$ cat src/rtl/instruction_fetch.sv
// Instruction fetch stage: PC register, IF/ID register and run-control FSM
// (continuous / single-step / halted) with stall and redirect handling.
module instruction_fetch (
  input  logic        i_clk,
  input  logic        i_reset,
  input  logic        i_start,
  input  logic        i_mode,
  input  logic        i_step,
  input  logic        i_stall,
  input  logic        i_pc_load,
  input  logic [31:0] i_pc_target,
  output logic [31:0] o_imem_addr,
  input  logic [31:0] i_imem_data,
  output logic [31:0] o_instr,
  output logic [31:0] o_pc_next,
  output logic        o_valid,
  output logic        o_pipe_en,
  output logic        o_halted,
  output logic [31:0] o_instr_count,
  output logic [1:0]  o_state
);

  typedef enum logic [1:0] {
    S_IDLE   = 2'd0,
    S_RUN    = 2'd1,
    S_STEP   = 2'd2,
    S_HALTED = 2'd3
  } state_e;

  localparam logic [31:0] HALT_WORD = 32'hFFFF_FFFF;

  state_e      state_q, state_d;
  logic        mode_q, mode_d;
  logic [31:0] pc_q, pc_d;
  logic [31:0] instr_q, instr_d;
  logic [31:0] pc_next_q, pc_next_d;
  logic        valid_q, valid_d;
  logic        halted_q, halted_d;
  logic [31:0] count_q, count_d;
  logic        adv;
  logic        is_halt;

  assign is_halt = (i_imem_data == HALT_WORD);

  // State and datapath registers.
  always_ff @(posedge i_clk) begin
    if (i_reset) begin
      state_q   <= S_IDLE;
      mode_q    <= 1'b0;
      pc_q      <= 32'd0;
      instr_q   <= 32'd0;
      pc_next_q <= 32'd0;
      valid_q   <= 1'b0;
      halted_q  <= 1'b0;
      count_q   <= 32'd0;
    end else begin
      state_q   <= state_d;
      mode_q    <= mode_d;
      pc_q      <= pc_d;
      instr_q   <= instr_d;
      pc_next_q <= pc_next_d;
      valid_q   <= valid_d;
      halted_q  <= halted_d;
      count_q   <= count_d;
    end
  end

  // Next-state logic; mode is captured only on the IDLE start transition.
  always_comb begin
    state_d = state_q;
    mode_d  = mode_q;
    case (state_q)
      S_IDLE: begin
        if (i_start) begin
          mode_d  = i_mode;
          state_d = i_mode ? S_STEP : S_RUN;
        end
      end
      S_RUN, S_STEP: begin
        if (adv && !i_pc_load && is_halt) state_d = S_HALTED;
      end
      default: state_d = state_q;
    endcase
  end

  // Output logic: pipe enable ignores stall, so a step pulse during stall is consumed.
  always_comb begin
    o_pipe_en = 1'b0;
    case (state_q)
      S_RUN:    o_pipe_en = 1'b1;
      S_STEP:   o_pipe_en = i_step;
      S_HALTED: o_pipe_en = !mode_q || i_step;
      default:  o_pipe_en = 1'b0;
    endcase
    adv = ((state_q == S_RUN) || ((state_q == S_STEP) && i_step)) && !i_stall;
  end

  // Datapath: redirect beats HALT detection, which beats sequential fetch.
  always_comb begin
    pc_d      = pc_q;
    instr_d   = instr_q;
    pc_next_d = pc_next_q;
    valid_d   = valid_q;
    halted_d  = halted_q;
    count_d   = count_q;
    if (adv) begin
      if (i_pc_load) begin
        pc_d    = {i_pc_target[31:2], 2'b00};
        instr_d = 32'd0;
        valid_d = 1'b0;
      end else if (is_halt) begin
        instr_d  = 32'd0;
        valid_d  = 1'b0;
        halted_d = 1'b1;
      end else begin
        instr_d   = i_imem_data;
        pc_next_d = pc_q + 32'd4;
        valid_d   = 1'b1;
        pc_d      = pc_q + 32'd4;
        count_d   = count_q + 32'd1;
      end
    end else if ((state_q == S_HALTED) && o_pipe_en) begin
      instr_d = 32'd0;
      valid_d = 1'b0;
    end
  end

  assign o_imem_addr   = pc_q;
  assign o_instr       = instr_q;
  assign o_pc_next     = pc_next_q;
  assign o_valid       = valid_q;
  assign o_halted      = halted_q;
  assign o_instr_count = count_q;
  assign o_state       = state_q;

endmodule
$ cat config.mk
export PLATFORM = sky130hd
export DESIGN_NAME = instruction_fetch
export DESIGN_NICKNAME = d
export VERILOG_FILES = /design/src/rtl/instruction_fetch.sv
export SDC_FILE = /design/constraint.sdc
export NUM_CORES = 1
export LEC_CHECK = 0
export CAP_MARGIN = 5
export CORE_MARGIN = 3
export CORE_UTILIZATION = 40
export CTS_BUF_LIST = sky130_fd_sc_hd__clkbuf_8
export CTS_CLUSTER_SIZE = 25
export DETAILED_ROUTE_END_ITERATION = 7
export GPL_TIMING_DRIVEN = 1
export PLACE_DENSITY = 0.81
export SLEW_MARGIN = 20
export SYNTH_ARGS = -nofsm -noshare
export SYNTH_HDL_FRONTEND = slang
export SYNTH_SLANG_ARGS = --single-unit
$ cat constraint.sdc
create_clock -name i_clk -period 2.3 [get_ports i_clk]
set_input_delay 0.46 -clock i_clk [delete_from_list [all_inputs] [get_ports i_clk]]
set_output_delay 0.46 -clock i_clk [all_outputs]
set_load 0.01 [all_outputs]
==> results.json, run 1 <==
{
  "syn_to_final_growth_pct": 47.7,
  "drt_wl_total_microns": 20300,
  "io_buffers": 197,
  "path_class": "in2reg",
  "startpoint": "i_imem_data[31]",
  "run_status": "finished clean",
  "cts.sinks": 129,
  "ir_drop_uv": 345,
  "fin_nets": 1057,
  "relSlewSlack_pct": 61.3,
  "grt_start_max_net_pins": 78,
  "max_stage_delay_ns": 0.55,
  "grt_pass1_wl_microns": 32600,
  "endpoint_kind": "register",
  "first_pass_iters": 5,
  "critPathTopFamily": "buffers and inverters",
  "gr-usage-met2_pct": 37.4,
  "dpl.cell_count": 1172,
  "met3_usage_pct": 8.40,
  "cp.buffers_inverters": 3,
  "remaining_drc_errors": 0,
  "finalHoldViolCount": 0,
  "regToRegStartpoint": "o_imem_addr[18]$_SDFFE_PP0P_",
  "p_leak_nw": 3.15,
  "worst_slew_pin_slew_ns": 0.566,
  "hold_start": "i_reset",
  "track_usage_pct": 22.6,
  "synth_cell_types": 62,
  "arrival_ns": 2.52,
  "drive_above_1_share_pct": 12.4,
  "syn_area_sq_um": 6340,
  "routabilityCongestion": 0.881,
  "synth-warning-count": 0,
  "synthArstFlopShare_pct": 0,
  "clockRootBuffer": "clkbuf_8",
  "antenna_found_initial": 1,
  "cts_max_path_buffers": 2,
  "ys_seq_area_share_pct": 40.7,
  "wl_per_cell_microns": 16.8,
  "worstSkewPairLatency_ns": 0.44,
  "setup.worst_path.start_class": "input port",
  "setup_viol": 0,
  "stdcell_count": 1203,
  "die_h_microns": 132,
  "use_met1_pct": 27.0,
  "fin_worst_skew_ns": 0.0129,
  "synth_cells": 750,
  "grt_overflow": 0,
  "grt_pass1_vias": 6490,
  "dp_hpwl_microns": 14700,
  "finalSetupTns_ns": 0,
  "die_w_microns": 132,
  "min_period_over_period_pct": 95.1,
  "dr.first_iter.drc_count": 397,
  "synth_simple_gate_area_share_pct": 22.7,
  "ant_nets": 0,
  "syn_avg_cell_area_sq_um": 8.45,
  "clkSlewWorstSetupHoldPaths_ns": 0.07,
  "diodes": 0,
  "busiest_layer": "met2",
  "path_max_fanout": 23,
  "path_cells": "clkdlybuf4s50_1 > nand4_1 > or4_1 > buf_4 > o31ai_4 > buf_12 > a21oi_1 > o32ai_1",
  "synth-adder-area-share_pct": 1.18,
  "ys.flop_type": "dfxtp_1",
  "h-tree-depth": 4,
  "n_fill_cell": 1324,
  "fmax_mhz": 457,
  "critPathSlowestCell": "clkdlybuf4s50_1",
  "muxShareOfSynthArea_pct": 0.335,
  "coreArea_sq_um": 15400,
  "avgViaCountPerCell": 5.61,
  "hold_buffers": 0,
  "rsz0062_at_grt": "no",
  "min_path_type": "in2reg",
  "cts_buffers": 17,
  "num_io_pins": 204,
  "cts_tree": "yes",
  "p_per_area_nw_per_um2": 666,
  "synth_xor_xnor_area_share_pct": 4.97,
  "max_cap_violations": 0,
  "dieArea_sq_um": 17400,
  "drv_slew": 0,
  "synth_top_family_by_area": "compound AO/OA/AOI/OAI gates",
  "rows": 45,
  "critPathRequiredTime_ns": 2.63,
  "start_util_pct": 41.3,
  "min_period_ns": 2.19,
  "vias": 6748,
  "synth_edf_count": 0,
  "synth_compound_area_share_pct": 24.4,
  "ys_seq_elements": 129
}
==> flip-flops by register name, summed over array words and instances, names as in the netlist <==
| name | count |
|---|---|
| o_instr | 32 |
| o_instr_count | 32 |
| o_imem_addr | 30 |
| o_pc_next | 30 |
| o_state | 2 |
| mode_q | 1 |
| o_halted | 1 |
| o_valid | 1 |
==> kinds of logic (layout without fill, tap and decap cells) <==
| group | Yosys count | in the layout |
|---|---|---|
| AOI/OAI and AO/OA | 217 | 217 |
| xor gates and xnor gates | 36 | 36 |
| adders and majority gates | 6 | 6 |
| buffers and inverters | 78 | 317 |
| DFF | 129 | 129 |
| muxes | 2 | 2 |
| other | 1 | 4 |
| and+or+nand+nor | 281 | 281 |
==> layout by cell type (no fill, tap or decap), types with 6 or more instances in the layout <==
cell type,netlist,final
or4_1,11,11
clkbuf_8,0,20
o21a_1,10,10
nand3_1,23,23
o21ai_0,14,13
a21oi_1,44,42
nand4_1,19,19
inv_1,12,18
o31ai_1,11,11
xnor2_1,19,19
xor2_1,17,17
nor3_1,9,9
buf_12,0,8
nor2_1,90,90
o32ai_1,8,8
dfxtp_1,129,128
or3_1,13,13
nand2_1,63,63
a211oi_1,32,31
buf_4,9,70
and3_1,10,10
ha_1,6,6
a31oi_1,8,8
a22oi_1,38,38
clkdlybuf4s50_1,0,194
o41ai_1,11,11
o21ai_1,7,8
and4_1,9,9
==> per-stage QoR <==
step                      utilization (%)  hold WS (ns)  total power [W]  setup slack [ns]  area [sq um]
after floorplan                         -         0.450          0.00346             0.191          6350
after global placement               58.4         0.438          0.00435            -0.297          8980
after detailed placement             58.4         0.449          0.00439            -0.320          8980
after CTS                            60.9         0.368          0.00627            0.0217          9350
after global routing                 60.9         0.388          0.00655            0.0112          9360
final                                60.9         0.403          0.00624             0.112          9360
==> area by class of cell <==
cell class / instances / area, sq um / area share (%)
Multi-Input combinational cell: 546 / 3460 / 36.9
Clock buffer: 20 / 275 / 2.94
Tap cell: 211 / 264 / 2.82
Timing Repair Buffer: 274 / 2640 / 28.2
Sequential cell: 129 / 2580 / 27.6
Inverter: 12 / 45.0 / 0.481
Clock inverter: 11 / 100 / 1.07
==> metal layers <==
layer  share of wire (%)  wire length (microns)
met1                  41                   8230
met2                  47                   9530
met3                 9.8                   1990
met4                 2.4                    493
met5               0.064                     13
==> where the power goes <==
| group | total (W) | internal (W) | switching [W] | leakage [nW] |
|---|---|---|---|---|
| logic | 0.00177 | 0.000902 | 0.000870 | 1.90 |
| registers | 0.00257 | 0.00242 | 0.000149 | 1.04 |
| clock network | 0.00189 | 0.00102 | 0.000878 | 0.212 |
| total | 0.00624 | 0.00434 | 0.00190 | 3.15 |
==> cells in the mapped netlist (all sizes together), types with 13 or more instances <==
master / count / area [sq um]
dfxtp: 129 / 2580
nor2: 90 / 338
nand2: 63 / 236
a21oi: 44 / 220
a22oi: 38 / 285
clkbuf: 35 / 131
a211oi: 33 / 253
buf: 31 / 181
nand3: 23 / 115
nand4: 22 / 156
o21ai: 21 / 105
xnor2: 19 / 166
xor2: 17 / 149
or3: 13 / 81.3
==> timing repair <==
item	4_1_cts	5_1_grt
resized for setup	3	5
buffers inserted	0	0
cloned	0	0
setup endpoints to repair	1	5
==> final timing paths <==
kind                             endpoint  slack [ns]  cells after the start
max          o_imem_addr[31]$_SDFFE_PP0P_        0.11                      8
min                   mode_q$_SDFFE_PP0P_        0.40                      2
min reg2reg     o_pc_next[2]$_SDFFE_PP0P_        0.46                      2
max reg2reg  o_imem_addr[31]$_SDFFE_PP0P_        0.13                      6
Power figures use the tool's default switching activity.
==> run 2: changes to the inputs <==
--- a/config.mk
+++ b/config.mk
@@ -14,4 +14,5 @@
 export GPL_TIMING_DRIVEN = 1
 export PLACE_DENSITY = 0.81
+export RECOVER_POWER = 100
 export SLEW_MARGIN = 20
 export SYNTH_ARGS = -nofsm -noshare
==> constraint.sdc (replaced) <==
create_clock -name i_clk -period 2.3 [get_ports i_clk]
set_input_delay 0.46 -clock i_clk [delete_from_list [all_inputs] [get_ports i_clk]]
set_output_delay 0.46 -clock i_clk [all_outputs]
set_load 0.02 [all_outputs]
==> results.json, run 2 (same netlist as run 1, synthesis figures left out) <==
{
  "coreArea_sq_um": 15400,
  "cts_tree": "yes",
  "rsz0062_at_grt": "no",
  "busiest_layer": "met2",
  "io_buffers": 197,
  "first_pass_iters": 6,
  "dp_hpwl_microns": 14700,
  "clockRootBuffer": "clkbuf_8",
  "final_area_sq_um": 9320,
  "setup.worst_path.start_class": "input port",
  "met3_usage_pct": 8.40,
  "antenna_found_initial": 1,
  "use_met1_pct": 27.0,
  "finalPower_w": 0.00628,
  "drive_above_1_share_pct": 11.8,
  "vias": 6745,
  "num_io_pins": 204,
  "max_cap_violations": 0,
  "avgViaCountPerCell": 5.61,
  "diodes": 0,
  "endpoint_kind": "register",
  "min_period_ns": 2.20,
  "track_usage_pct": 22.6,
  "critPathRequiredTime_ns": 2.63,
  "min_period_over_period_pct": 95.8,
  "fmax_mhz": 454,
  "wl_per_cell_microns": 16.8,
  "path_class": "in2reg",
  "p_leak_nw": 3.57,
  "dieArea_sq_um": 17400,
  "h-tree-depth": 4,
  "r2r_cells": 9,
  "die_w_microns": 132,
  "p_per_area_nw_per_um2": 674,
  "grt_pass1_vias": 6490,
  "path_max_fanout": 23,
  "worst_slew_pin_slew_ns": 0.555,
  "grt_start_max_net_pins": 78,
  "rows": 45,
  "regToRegStartpoint": "o_state[0]$_SDFFE_PP0P_",
  "cts.sinks": 129,
  "ir_drop_uv": 345,
  "drt_wl_total_microns": 20200,
  "arrival_ns": 2.54,
  "finalSetupTns_ns": 0,
  "n_fill_cell": 1333,
  "final_cell_mix": "128 x dfxtp_1, 128 x dlygate4sd3_1, 90 x nor2_1",
  "die_h_microns": 132,
  "cts_max_path_buffers": 2,
  "grt_overflow": 0,
  "hold_start": "i_reset",
  "grt_pass1_wl_microns": 32600,
  "dr.first_iter.drc_count": 360,
  "drv_slew": 0,
  "fin_util_pct": 60.6,
  "setup_viol": 0,
  "remaining_drc_errors": 0,
  "gr-usage-met2_pct": 37.4,
  "worstSkewPairLatency_ns": 0.44,
  "finalHoldViolCount": 0,
  "ant_nets": 0,
  "startpoint": "i_imem_data[31]",
  "cts_buffers": 17,
  "fin_nets": 1057,
  "min_path_type": "in2reg",
  "clkSlewWorstSetupHoldPaths_ns": 0.07,
  "syn_to_final_growth_pct": 47.0,
  "start_util_pct": 41.3,
  "routabilityCongestion": 0.881,
  "place_area_sq_um": 8980,
  "fin_worst_skew_ns": 0.0144,
  "run_status": "finished clean",
  "hold_depth": 2,
  "relSlewSlack_pct": 62.0
}
==> run 2: cell types whose count changed in the layout (fill, tap and decap cells not counted), sizes merged <==
cell and change:
clkdlybuf4s50 -128, dlygate4sd3 +128, buf -11, clkbuf +11
==> run 2: power by group <==
group | internal, W | switching (W)
Clock | 0.00102 | 0.000879
Sequential | 0.00242 | 0.000142
Combinational | 0.000809 | 0.00101
Total | 0.00425 | 0.00203
==> run 2: final cells by class <==
cell class,instances,area [sq um],area share [%]
timing repair buffer,274,2600,27.9
clock inverter,11,100,1.07
clock buffer,20,275,2.95
sequential,129,2580,27.7
inverter,12,45.0,0.483
tap,211,264,2.83
multi-input combinational,546,3450,37.1
==> run 2: what timing repair did <==
| action | CTS | global route |
|---|---|---|
| setup endpoints to repair | 1 | 5 |
| resized for setup | 5 | 5 |
| hold buffers | 0 | 0 |
| setup buffers | 0 | 0 |
| pin swaps | 0 | 0 |
==> run 2: path summary, 6_finish.rpt <==
check / endpoint / slack (ns)
min: mode_q$_SDFFE_PP0P_ / 0.41
max reg2reg: o_imem_addr[8]$_SDFFE_PP0P_ / 0.12
max: o_imem_addr[31]$_SDFFE_PP0P_ / 0.1
min reg2reg: o_pc_next[2]$_SDFFE_PP0P_ / 0.45
==> run 2: layer usage <==
metal  vias to the layer above  share of wire, %
met1                      3139                40
met4                         2               2.3
met2                       312                47
met5                         -             0.064
li1                       3247                 -
met3                        45               9.8
==> run 2: critical path: stages <==
cell	delay (ns)
clkdlybuf4s50_1	0.54
nand4_1	0.13
or4_1	0.51
clkbuf_2	0.20
o31ai_4	0.28
buf_12	0.21
a21oi_1	0.06
o32ai_1	0.14
==> run 2: through the flow <==
stage / hold slack [ns] / setup WS (ns) / std cells
3_5_place_dp: 0.449 / -0.320 / 1172
2_1_floorplan: 0.450 / 0.108 / 753
6_report: 0.405 / 0.0957 / 1203
5_1_grt: 0.388 / 0.00821 / 1203
3_3_place_gp: 0.438 / -0.297 / 1172
4_1_cts: 0.368 / 0.0732 / 1203
